$ cat src/rtl/sent_pkg.sv
// Shared constants, CRC table, decoder state type and CRC step helper for the SENT receiver.
package sent_pkg;

  localparam logic [6:0] SYNC_TICKS    = 7'd56;
  localparam logic [6:0] NIB_MIN_TICKS = 7'd12;
  localparam logic [6:0] NIB_MAX_TICKS = 7'd27;
  localparam logic [6:0] TICK_SAT      = 7'd127;
  localparam logic [3:0] CRC_SEED      = 4'h5;

  // x^4+x^3+x^2+1 lookup, indexed by the running CRC.
  localparam logic [3:0] CRC_TABLE [16] = '{
    4'd0, 4'd13, 4'd7, 4'd10, 4'd14, 4'd3, 4'd9, 4'd4,
    4'd1, 4'd12, 4'd6, 4'd11, 4'd15, 4'd2, 4'd8, 4'd5
  };

  typedef enum logic [2:0] {
    StIdle,
    StSync,
    StStatus,
    StData,
    StCrc
  } sent_state_e;

  function automatic logic [3:0] crc4_step(input logic [3:0] crc, input logic [3:0] nibble);
    return nibble ^ CRC_TABLE[crc];
  endfunction

endpackage

$ cat src/rtl/sent_rx_tick_meas.sv
// Synchronizes the SENT line, detects falling edges and measures the interval between
// consecutive edges as a rounded, saturating tick count.
module sent_rx_tick_meas
  import sent_pkg::*;
#(
  parameter int unsigned TICK_CLKS = 50
) (
  input  logic       clk_rx,
  input  logic       reset_n_rx,
  input  logic       i_sent,
  output logic       o_edge,
  output logic [6:0] o_ticks,
  output logic       o_sat
);

  localparam int unsigned     SubW    = $clog2(TICK_CLKS);
  localparam logic [SubW-1:0] SubHalf = SubW'(TICK_CLKS / 2);
  localparam logic [SubW-1:0] SubLast = SubW'(TICK_CLKS - 1);

  logic            r_sync1;
  logic            r_sync2;
  logic            r_prev;
  logic [SubW-1:0] r_sub;
  logic [6:0]      r_tick;
  logic            r_edge;
  logic [6:0]      r_ticks_out;
  logic            r_sat;

  logic            w_edge;
  logic            w_wrap;
  logic [6:0]      w_tick_inc;

  assign w_edge = r_prev & ~r_sync2;
  assign w_wrap = (r_sub == SubLast);
  // Includes this cycle's increment so an interval of N clocks rounds to N/TICK_CLKS.
  assign w_tick_inc = (w_wrap && (r_tick != TICK_SAT)) ? r_tick + 7'd1 : r_tick;

  always_ff @(posedge clk_rx or negedge reset_n_rx) begin
    if (!reset_n_rx) begin
      r_sync1     <= 1'b1;
      r_sync2     <= 1'b1;
      r_prev      <= 1'b1;
      r_sub       <= '0;
      r_tick      <= '0;
      r_edge      <= 1'b0;
      r_ticks_out <= '0;
      r_sat       <= 1'b0;
    end else begin
      r_sync1     <= i_sent;
      r_sync2     <= r_sync1;
      r_prev      <= r_sync2;
      r_edge      <= w_edge;
      r_ticks_out <= w_tick_inc;
      r_sat       <= !w_edge && w_wrap && (r_tick == TICK_SAT - 7'd1);
      if (w_edge) begin
        r_sub  <= SubHalf;
        r_tick <= '0;
      end else begin
        r_sub  <= w_wrap ? '0 : r_sub + 1'b1;
        r_tick <= w_tick_inc;
      end
    end
  end

  assign o_edge  = r_edge;
  assign o_ticks = r_ticks_out;
  assign o_sat   = r_sat;

endmodule

$ cat src/rtl/sent_rx_decoder.sv
// SENT frame receiver: classifies measured intervals, assembles status/data nibbles,
// checks the CRC and reports good frames, CRC errors and framing errors.
module sent_rx_decoder
  import sent_pkg::*;
#(
  parameter int unsigned TICK_CLKS = 50
) (
  input  logic        clk_rx,
  input  logic        reset_n_rx,
  input  logic        sent_i,
  output logic [3:0]  status_o,
  output logic [23:0] data_o,
  output logic        valid_o,
  output logic        crc_err_o,
  output logic        frame_err_o
);

  logic        w_edge;
  logic        w_sat;
  logic [6:0]  w_ticks;
  logic        w_is_sync;
  logic        w_is_nib;
  logic [3:0]  w_nib;
  logic        w_nib_bad;
  logic        w_sync_bad;

  sent_state_e r_state;
  logic [2:0]  r_nib_idx;
  logic [3:0]  r_crc;
  logic [3:0]  r_status_buf;
  logic [23:0] r_data_buf;
  logic        r_expect_sync;
  logic [3:0]  r_status;
  logic [23:0] r_data;
  logic        r_valid;
  logic        r_crc_err;
  logic        r_frame_err;

  sent_rx_tick_meas #(
    .TICK_CLKS(TICK_CLKS)
  ) u_tick_meas (
    .clk_rx    (clk_rx),
    .reset_n_rx(reset_n_rx),
    .i_sent    (sent_i),
    .o_edge    (w_edge),
    .o_ticks   (w_ticks),
    .o_sat     (w_sat)
  );

  assign w_is_sync = (w_ticks == SYNC_TICKS);
  assign w_is_nib  = (w_ticks >= NIB_MIN_TICKS) && (w_ticks <= NIB_MAX_TICKS);
  assign w_nib     = 4'(w_ticks - NIB_MIN_TICKS);
  // Saturation is an illegal interval as soon as it happens, without waiting for an edge.
  assign w_nib_bad  = w_sat || (w_edge && !w_is_nib);
  assign w_sync_bad = w_sat || (w_edge && !w_is_sync);

  always_ff @(posedge clk_rx or negedge reset_n_rx) begin
    if (!reset_n_rx) begin
      r_state       <= StIdle;
      r_nib_idx     <= '0;
      r_crc         <= '0;
      r_status_buf  <= '0;
      r_data_buf    <= '0;
      r_expect_sync <= 1'b0;
      r_status      <= '0;
      r_data        <= '0;
      r_valid       <= 1'b0;
      r_crc_err     <= 1'b0;
      r_frame_err   <= 1'b0;
    end else begin
      r_valid     <= 1'b0;
      r_crc_err   <= 1'b0;
      r_frame_err <= 1'b0;
      unique case (r_state)
        StIdle: begin
          if (w_edge) r_state <= StSync;
        end
        StSync: begin
          if (w_edge && w_is_sync) begin
            r_state       <= StStatus;
            r_expect_sync <= 1'b0;
          end
        end
        StStatus: begin
          // After a CRC nibble the first interval seen here must be the next sync.
          if (r_expect_sync ? w_sync_bad : w_nib_bad) begin
            r_frame_err <= 1'b1;
            r_state     <= StSync;
          end else if (w_edge) begin
            if (r_expect_sync) begin
              r_expect_sync <= 1'b0;
            end else begin
              r_status_buf <= w_nib;
              r_crc        <= CRC_SEED;
              r_nib_idx    <= '0;
              r_state      <= StData;
            end
          end
        end
        StData: begin
          if (w_nib_bad) begin
            r_frame_err <= 1'b1;
            r_state     <= StSync;
          end else if (w_edge) begin
            r_data_buf <= {r_data_buf[19:0], w_nib};
            r_crc      <= crc4_step(r_crc, w_nib);
            if (r_nib_idx == 3'd5) r_state <= StCrc;
            else r_nib_idx <= r_nib_idx + 3'd1;
          end
        end
        StCrc: begin
          if (w_nib_bad) begin
            r_frame_err <= 1'b1;
            r_state     <= StSync;
          end else if (w_edge) begin
            if (w_nib == CRC_TABLE[r_crc]) begin
              r_status <= r_status_buf;
              r_data   <= r_data_buf;
              r_valid  <= 1'b1;
            end else begin
              r_crc_err <= 1'b1;
            end
            r_expect_sync <= 1'b1;
            r_state       <= StStatus;
          end
        end
        default: r_state <= StIdle;
      endcase
    end
  end

  assign status_o    = r_status;
  assign data_o      = r_data;
  assign valid_o     = r_valid;
  assign crc_err_o   = r_crc_err;
  assign frame_err_o = r_frame_err;

endmodule

$ cat config.mk
export PLATFORM = sky130hd
export DESIGN_NAME = sent_rx_decoder
export DESIGN_NICKNAME = d
export VERILOG_FILES = /design/src/rtl/sent_pkg.sv /design/src/rtl/sent_rx_tick_meas.sv /design/src/rtl/sent_rx_decoder.sv
export SDC_FILE = /design/constraint.sdc
export NUM_CORES = 1
export LEC_CHECK = 0
export ABC_AREA = 1
export CAP_MARGIN = 10
export CORE_MARGIN = 5
export CORE_UTILIZATION = 25
export DETAILED_ROUTE_END_ITERATION = 8
export GPL_ROUTABILITY_DRIVEN = 1
export GPL_TIMING_DRIVEN = 0
export PLACE_DENSITY = 0.47
export SYNTH_ARGS = -nofsm -noshare
export SYNTH_HDL_FRONTEND = slang
export SYNTH_HIERARCHICAL = 1
export SYNTH_SLANG_ARGS = --single-unit
$ cat constraint.sdc
create_clock -name clk_rx -period 4.75 [get_ports clk_rx]
set_clock_uncertainty 0.05 [all_clocks]
set_input_delay 0.475 -clock clk_rx [delete_from_list [all_inputs] [get_ports clk_rx]]
set_output_delay 0.475 -clock clk_rx [all_outputs]
set_load 0.01 [all_outputs]
# After elaboration in Yosys (flattened, before gate mapping)

Memory sizes are Yosys's and may differ from the RTL's.
Cells that the tools add are included.
Widths: inputs -> output; s select.

Memories kept: 1
Output and inout port bits: 31
Input port bits: 3
Bits in registers: 95
ROM bits: 64

Memory list:

| name             | depth | bits a word | read ports | clocked after memory_dff | wr ports | RTL line               | RTL |
|---|---|---|---|---|---|---|---|
| (name not given) | 16    | 4           | 1          | 0                        | 0        | sent_rx_decoder.sv:116 | `if (w_nib == CRC_TABLE[r_crc]) begin` |

Mux-type cells: 48
$add $sub $neg: 4
Bitwise logic cells: 7
Eq/ne operators: 25
Magnitude comparators: 3
Reductions and logical operators: 23

Operator list:

| cell                | number |
|---|---|
| $mux 3              | 16 |
| $mux 4              | 7 |
| $mux 1              | 16 |
| $pmux 3 s5          | 1 |
| $mux 7              | 2 |
| $reduce_and 7->1    | 2 |
| $mux 6              | 2 |
| $ne 2x2->1 const B  | 6 |
| $reduce_and 6->1    | 2 |
| $ne 3x2->1 const B  | 3 |
| $ne 2x1->1 const B  | 4 |
| $pmux 4 s2          | 1 |
| $reduce_and 4->1    | 2 |
| $add 7x1->7 const B | 1 |
| $eq 7x6->1 const B  | 1 |
| $eq 7x7->1 const B  | 1 |
| $ge 7x4->1 const B  | 1 |
| $le 7x5->1 const B  | 1 |
| $logic_and 1x1->1   | 7 |
| $ne 7x7->1 const B  | 1 |
| $add 6x1->6 const B | 1 |
| $eq 3x2->1 const B  | 2 |
| $eq 3x3->1 const B  | 2 |
| $eq 6x6->1 const B  | 1 |
| other kinds (20)    | 27 |

# Logic depth before layout (Yosys ltp)

Gate-level depths: netlist of run 1.

Word-level depth: 9
Depth in mapped cells: 13
Mapped depth without buffers: 13

# Modules after synthesis

The synthesis of run 1 kept the hierarchy.

By module, submodules not included:

| module            | sequential area each (um2) | area an instance (um2) | cells each | instances |
|---|---|---|---|---|
| sent_rx_decoder   | 1751.7                     | 3191.8                 | 387        | 1 |
| sent_rx_tick_meas | 629.4                      | 1127.3                 | 115        | 1 |

# Worst setup path after synthesis of run 1

No wires, ideal clock.

Path kind: flip-flop to flip-flop
Start point: reg u_tick_meas.r_ticks_out[2], in the netlist u_tick_meas/o_ticks[2]
End point: reg r_data[0], in the netlist data_o[0]
Period minus slack after synthesis: 1820 ps
Setup slack: 2930 ps
Stages on the path, launching flop included: 10
Data arrival time: 1653 ps
Library setup time: 117 ps
Cell sequence: dfrtp_1 inv_1 ha_1 xor2_1 nor3_2 nand2_1 buf_2 buf_6 nand2_1 nand2_1

Elaborated cells between the ends (all ways): 10
Classes of those cells: add/sub: 1; order compare: 2; eq/ne: 1; bitwise: 1; reduce/logical: 5

RTL lines:

| element                    | RTL line                | RTL |
|---|---|---|
| from (decl)                | sent_rx_tick_meas.sv:26 | `logic [6:0] r_ticks_out;` |
| from (signal assigned)     | sent_rx_tick_meas.sv:53 | `r_ticks_out <= w_tick_inc;` |
| $sub 4x4->4                | sent_rx_decoder.sv:52   | `assign w_nib = 4'(w_ticks - NIB_MIN_TICKS);` |
| net w_nib[2]               | sent_rx_decoder.sv:23   | `logic [3:0] w_nib;` |
| $eq 4x4->1                 | sent_rx_decoder.sv:116  |  |
| $reduce_and 4->1 (no line) | n/a                     |  |
| to (signal assigned)       | sent_rx_decoder.sv:118  | `r_data <= r_data_buf;` |
| to (decl)                  | sent_rx_decoder.sv:34   | `logic [23:0] r_data;` |

The timed path passes the listed nets, and every way through them passes these cells.
A chain may end at the register's enable or synchronous reset.

# Worst setup path after layout of run 1

Start point: reg u_tick_meas.r_ticks_out[2], in the netlist u_tick_meas/o_ticks[2]
End point: reg r_data[4], in the netlist data_o[4]

The elaborated chain is that of the path after synthesis.

==> impl_metrics.ini, run 1 <==
[status]
outcome = complete, no violations

[synth]
ys_async_sr_fraction_pct = 100
yosysWarnings = 6
synth_top_cell_by_area = dfrtp_1
syn_avg_cell_area_sq_um = 8.60
synth_edf_count = 0
ys_seq_area_share_pct = 55.1
synth.top_cell.area_share_pct = 53.3
syn_nets = 513
synth-seq-cells = 95
syn_inst = 502
synth_cell_type_count = 35
synth.cell_area_sq_um = 4320
synth-main-ff-cell = dfrtp_1
synth_area_leaders = dfrtp_1, nand2_1, nand3_1, inv_1, ha_1

[power]
cellPowerDensity_nw_per_um2 = 360
p_leak_nw = 2.66
p_total_mw = 1.88
peakVddDrop_mv = 0.146

[worst_setup_path]
rr_worst_depth = 10
cp.arrival_ns = 2.44
cp.required_ns = 4.98
r2r_start = u_tick_meas/o_ticks[2]$_DFF_PN0_
critical_path_class = reg2reg
endpoint_kind = flip-flop
cp-start-kind = flip-flop
rrSetupSlack_ns = 2.54
crit_fanout = 10
worstReg2RegEnd = data_o[4]$_DFFE_PN0P_

[clocking]
cts-root-buf = clkbuf_16
ctsHtreeMaxLevel = 3
cts_tree = done
cts_resized = 0
cts_setup_buffers = 0
clock_latency_ns = 0.34
clk_pin_slew_ns = 0.06
clock-sinks = 95
hold_buffers = 0
cts_buffers = 9
clock_path_buffers = 2

[routing]
vias = 3271
drc = 0
viasPerCell = 4.22
drtPass1Iterations = 5
antenna_left = 0
drtIter0Drc = 137
wl_microns = 9200
wl_per_cell_microns = 11.9

[cells_and_area]
area_growth_pct = 21.1
final_common_cell = nand2_1
antenna_cells = 0
final_area_sq_um = 5230
nFillCells = 1811
final_cell_mix = nand2_1, dfrtp_1, nand3_1, inv_1, clkdlybuf4s50_1
layout-drive-gt1-share_pct = 9.26
utilization_pct = 30.6
fin_nets = 558

[global_routing]
grt_max_degree = 59
grt.overflow.total = 0
antenna_found_initial = 0
grt_pass1_wl_microns = 16100
grt_util_all_layers_pct = 9.98
grt_pass1_vias = 3300

[flow_run]
cap_viol_max_count = 0

[timing]
hold_viol_final = 0
rsz0062_at_grt = no
setup_tns_ns = 0
fin_crit_sh_pct = 46.5
setup_viol = 0
worst_slew_pin_slew_ns = 0.501
relSlewSlack_pct = 66.6
min_period_ns = 2.21
max_freq_mhz = 453
slew_violations = 0

[floorplan]
fp.dieH_microns = 141
rows = 48
start_util_pct = 25.2
die_w_microns = 141
pin_count = 34
core_area_sq_um = 17100
dieArea_sq_um = 20000

[min_path]
hp-class = in2async

[placement]
place_area_sq_um = 4960
finalWeightedCongestion = 0.826
hpwl_microns = 6690
port-buffer-count = 33
==> sequential cells by signal, summed over array words and instances (netlist names), 3 cells and up <==
signal / flops
r_state: 3
data_o: 24
u_tick_meas/r_sub: 6
r_status_buf: 4
r_crc: 4
status_o: 4
r_nib_idx: 3
u_tick_meas/r_tick: 7
r_data_buf: 24
u_tick_meas/o_ticks: 7
==> synthesized netlist by cell type, types with 5 or more instances <==
master    number
nand2_2        5
a21oi_1       14
o21ai_1        9
inv_1         40
nand3_1       63
nand2_1      172
ha_1           8
clkbuf_1       7
xnor2_1        7
o21ai_0       10
nor2_1        26
xor2_1         6
dfrtp_1       92
==> worst max-delay path, cell delays in order, from the launching register on <==
cell and delay (ns):
dfrtp_1 0.46, inv_1 0.11, ha_1 0.18, nand3_1 0.07
nand3_1 0.10, nand3_2 0.17, nor3_2 0.27, buf_4 0.23
buf_2 0.25, nand3_1 0.14, nand2_1 0.10
==> report_power, final <==
group | leakage, nW | switching, mW | total, mW | internal (mW)
registers | 1.30 | 0.0485 | 0.903 | 0.854
logic | 1.23 | 0.196 | 0.302 | 0.105
clock network | 0.138 | 0.300 | 0.680 | 0.380
==> cells by family after synthesis <==
family                   synth area share [%]
buffers and inverters                    6.05
XOR/XNOR                                 2.64
adder cells (fa/ha/maj)                  2.32
AND/OR/NAND/NOR                          29.1
AO/OA/AOI/OAI                            4.78
flip-flops                               55.1
==> per-stage QoR <==
step	cells	setup WS [ns]	hold slack, ns
after floorplan	502	2.93	0.129
after global placement	760	-0.512	0.297
after detailed placement	761	2.54	0.304
after CTS	776	2.52	0.0596
after global routing	776	2.32	0.0881
final	776	2.54	0.0524
==> layer usage <==
metal	routed length [microns]	vias up	track usage, %
met2	4500	61	16.6
met1	4100	1517	12.3
met4	87	0	3.08
met5	0	-	0
met3	516	8	3.40
li1	-	1685	-
==> cell type report <==
class | instances | area, sq um | share of cell area, %
flip-flops and latches | 95 | 2380 | 45.5
multi-input cells | 345 | 1680 | 32.0
repair buffers | 34 | 355 | 6.79
well taps | 225 | 282 | 5.38
clock buffers | 12 | 256 | 4.90
inverters | 46 | 174 | 3.32
plain buffers | 16 | 87.6 | 1.67
clock inverters | 3 | 18.8 | 0.359
==> worst max-delay path by stage <==
stage               slack [ns]               endpoint                        startpoint  cells past startpoint
finish                    2.54  data_o[4]$_DFFE_PN0P_  u_tick_meas/o_ticks[2]$_DFF_PN0_                     10
global route              2.32  data_o[3]$_DFFE_PN0P_  u_tick_meas/o_ticks[2]$_DFF_PN0_                      7
CTS                       2.52  data_o[4]$_DFFE_PN0P_  u_tick_meas/o_ticks[2]$_DFF_PN0_                     10
global placement         -0.51  frame_err_o$_DFF_PN0_                        reset_n_rx                      1
detailed placement        2.54  data_o[4]$_DFFE_PN0P_  u_tick_meas/o_ticks[2]$_DFF_PN0_                     10
floorplan                 2.93  data_o[0]$_DFFE_PN0P_  u_tick_meas/o_ticks[2]$_DFF_PN0_                      9
(Power assumes the default switching activity.)
==> run 2: changes to the inputs <==
--- a/config.mk
+++ b/config.mk
@@ -12,7 +12,7 @@
 export DETAILED_ROUTE_END_ITERATION = 8
 export GPL_ROUTABILITY_DRIVEN = 1
 export GPL_TIMING_DRIVEN = 0
-export PLACE_DENSITY = 0.47
+export PLACE_DENSITY = 0.48
 export SYNTH_ARGS = -nofsm -noshare
 export SYNTH_HDL_FRONTEND = slang
 export SYNTH_HIERARCHICAL = 1
==> constraint.sdc (replaced) <==
create_clock -name clk_rx -period 1.85 [get_ports clk_rx]
set_clock_uncertainty 0.05 [all_clocks]
set_input_delay 0.185 -clock clk_rx [delete_from_list [all_inputs] [get_ports clk_rx]]
set_output_delay 0.185 -clock clk_rx [all_outputs]
set_load 0.01 [all_outputs]
==> run 2 against run 1 <==
Effect of this change:
- sequential cell count is the same
- setup slack worse by 2.5 ns
- power rose to 2.8 times the previous value
- count of clock-buffer cells in the layout fell by 3
- largest power group unchanged
- highest routed layer unchanged
==> impl_metrics.ini, run 2 (synthesis gave the netlist of run 1 again) <==
[cells_and_area]
antenna_cells = 0
final_cells = 794
final_area_sq_um = 5710
utilization_pct = 33.4
final_cell_mix = nand2_1, dfrtp_1, nand3_1, inv_1, clkdlybuf4s50_1
area_growth_pct = 32.2
final_common_cell = nand2_1
fin_nets = 575
layout-drive-gt1-share_pct = 20.2

[routing]
viasPerCell = 4.24
drtPass1Iterations = 4
drc = 0
antenna_left = 0
wl_per_cell_microns = 12.1
wl_microns = 9610
vias = 3369
drtIter0Drc = 205

[placement]
dp.cells = 761
hpwl_microns = 6710
finalWeightedCongestion = 0.822
port-buffer-count = 33
place_area_sq_um = 4960

[floorplan]
dieArea_sq_um = 20000
pin_count = 34
core_area_sq_um = 17100
start_util_pct = 25.2
fp.dieH_microns = 141
die_w_microns = 141
rows = 48

[timing]
fin_crit_sh_pct = 97.7
rsz0062_at_grt = yes
max_freq_mhz = 553
min_period_ns = 1.81
relSlewSlack_pct = 70.4
slew_violations = 0
worst_slew_pin_slew_ns = 0.441
setup_viol = 0
setup_tns_ns = 0
hold_viol_final = 0

[clocking]
clk_pin_slew_ns = 0.06
cts-root-buf = clkbuf_16
clock_latency_ns = 0.35
clock_path_buffers = 2
clock-sinks = 95
cts_tree = done
ctsHtreeMaxLevel = 3
cts_buffers = 9

[worst_setup_path]
cp-start-kind = flip-flop
cp.arrival_ns = 1.99
endpoint_kind = flip-flop
cp.required_ns = 2.04
crit_fanout = 10
critical_path_class = reg2reg

[power]
peakVddDrop_mv = 0.438
cellPowerDensity_nw_per_um2 = 927
p_leak_nw = 2.87

[status]
outcome = complete, no violations

[global_routing]
grt_util_all_layers_pct = 9.93
antenna_found_initial = 0
grt_max_degree = 71
grt_pass1_wl_microns = 16000
grt_pass1_vias = 3261
grt.overflow.total = 0

[flow_run]
cap_viol_max_count = 0

[min_path]
hp-class = in2reg
[run 2: changes by cell type in the layout (fill, tap and decap cells not counted), moves of 3 or more]
cell,delta
nand2_2,+17
nand3_1,-3
dfrtp_1,-3
nand2_4,+5
buf_12,+3
bufinv_16,+3
nand2_1,-22
buf_6,+3
clkbuf_1,-8
xnor2_1,-3
dfrtp_2,+3
buf_4,+16
[run 2: metrics by stage]
stage | hold WS, ns | power (mW) | worst slack (ns)
floorplan | -0.161 | 2.92 | 0.0303
global placement | 0.298 | 3.12 | -3.03
detailed placement | 0.0717 | 3.14 | -0.390
CTS | 0.173 | 5.34 | -0.0342
global route | 0.190 | 5.59 | -0.0885
finish | 0.193 | 5.30 | 0.0425
[run 2: worst paths after layout]
kind | from | to | slack [ns] | cells past startpoint
hold reg to reg | u_tick_meas/r_sync1$_DFF_PN1_ | u_tick_meas/r_sync2$_DFF_PN1_ | 0.31 | 0
min in group asynchronous | reset_n_rx | data_o[18]$_DFFE_PN0P_ | 0.24 | 2
max in group asynchronous | reset_n_rx | u_tick_meas/r_prev$_DFF_PN1_ | 0.82 | 3
setup / recovery | u_tick_meas/o_ticks[3]$_DFF_PN0_ | status_o[1]$_DFFE_PN0P_ | 0.04 | 8
hold / removal | sent_i | u_tick_meas/r_sync1$_DFF_PN1_ | 0.19 | 1
setup reg to reg | u_tick_meas/o_ticks[3]$_DFF_PN0_ | status_o[1]$_DFFE_PN0P_ | 0.04 | 8
[run 2: final cells by class]
type                    instances  area [sq um]
plain buffers                  15           128
clock buffers                   9           225
clock inverters                 7           120
fillers                      1788         11400
inverters                      46           174
multi-input cells             345          1880
flip-flops and latches         95          2380
well taps                     225           282
repair buffers                 52           522
[run 2: worst max-delay path, stage by stage (launching register included)]
cell     delay, ns
dfrtp_2       0.44
ha_4          0.28
xor2_4        0.19
nor3_4        0.25
nand2_2       0.09
buf_6         0.15
buf_12        0.14
nand2_1       0.05
nand2_1       0.04
[run 2: repair_timing]
item	in CTS	in global routing
endpoints found under the hold margin	25	0
gates resized for setup	37	39
hold buffers	1	0
endpoints found under the setup margin	66	68
setup buffers	7	10
pin swaps	6	7
[run 2: where the power goes]
part | internal (mW) | switching (mW) | total (mW)
registers | 2.19 | 0.128 | 2.32
logic | 0.288 | 0.542 | 0.830
clock network | 1.33 | 0.820 | 2.15
[run 2: layer usage]
metal  wire [microns]  global-route usage, %  vias to the layer above
met1             4410                   13.2                     1592
met5                0                      0                        -
met3              333                   2.33                       13
met4              168                   3.89                        0
li1                 -                      -                     1719
met2             4700                   15.8                       45
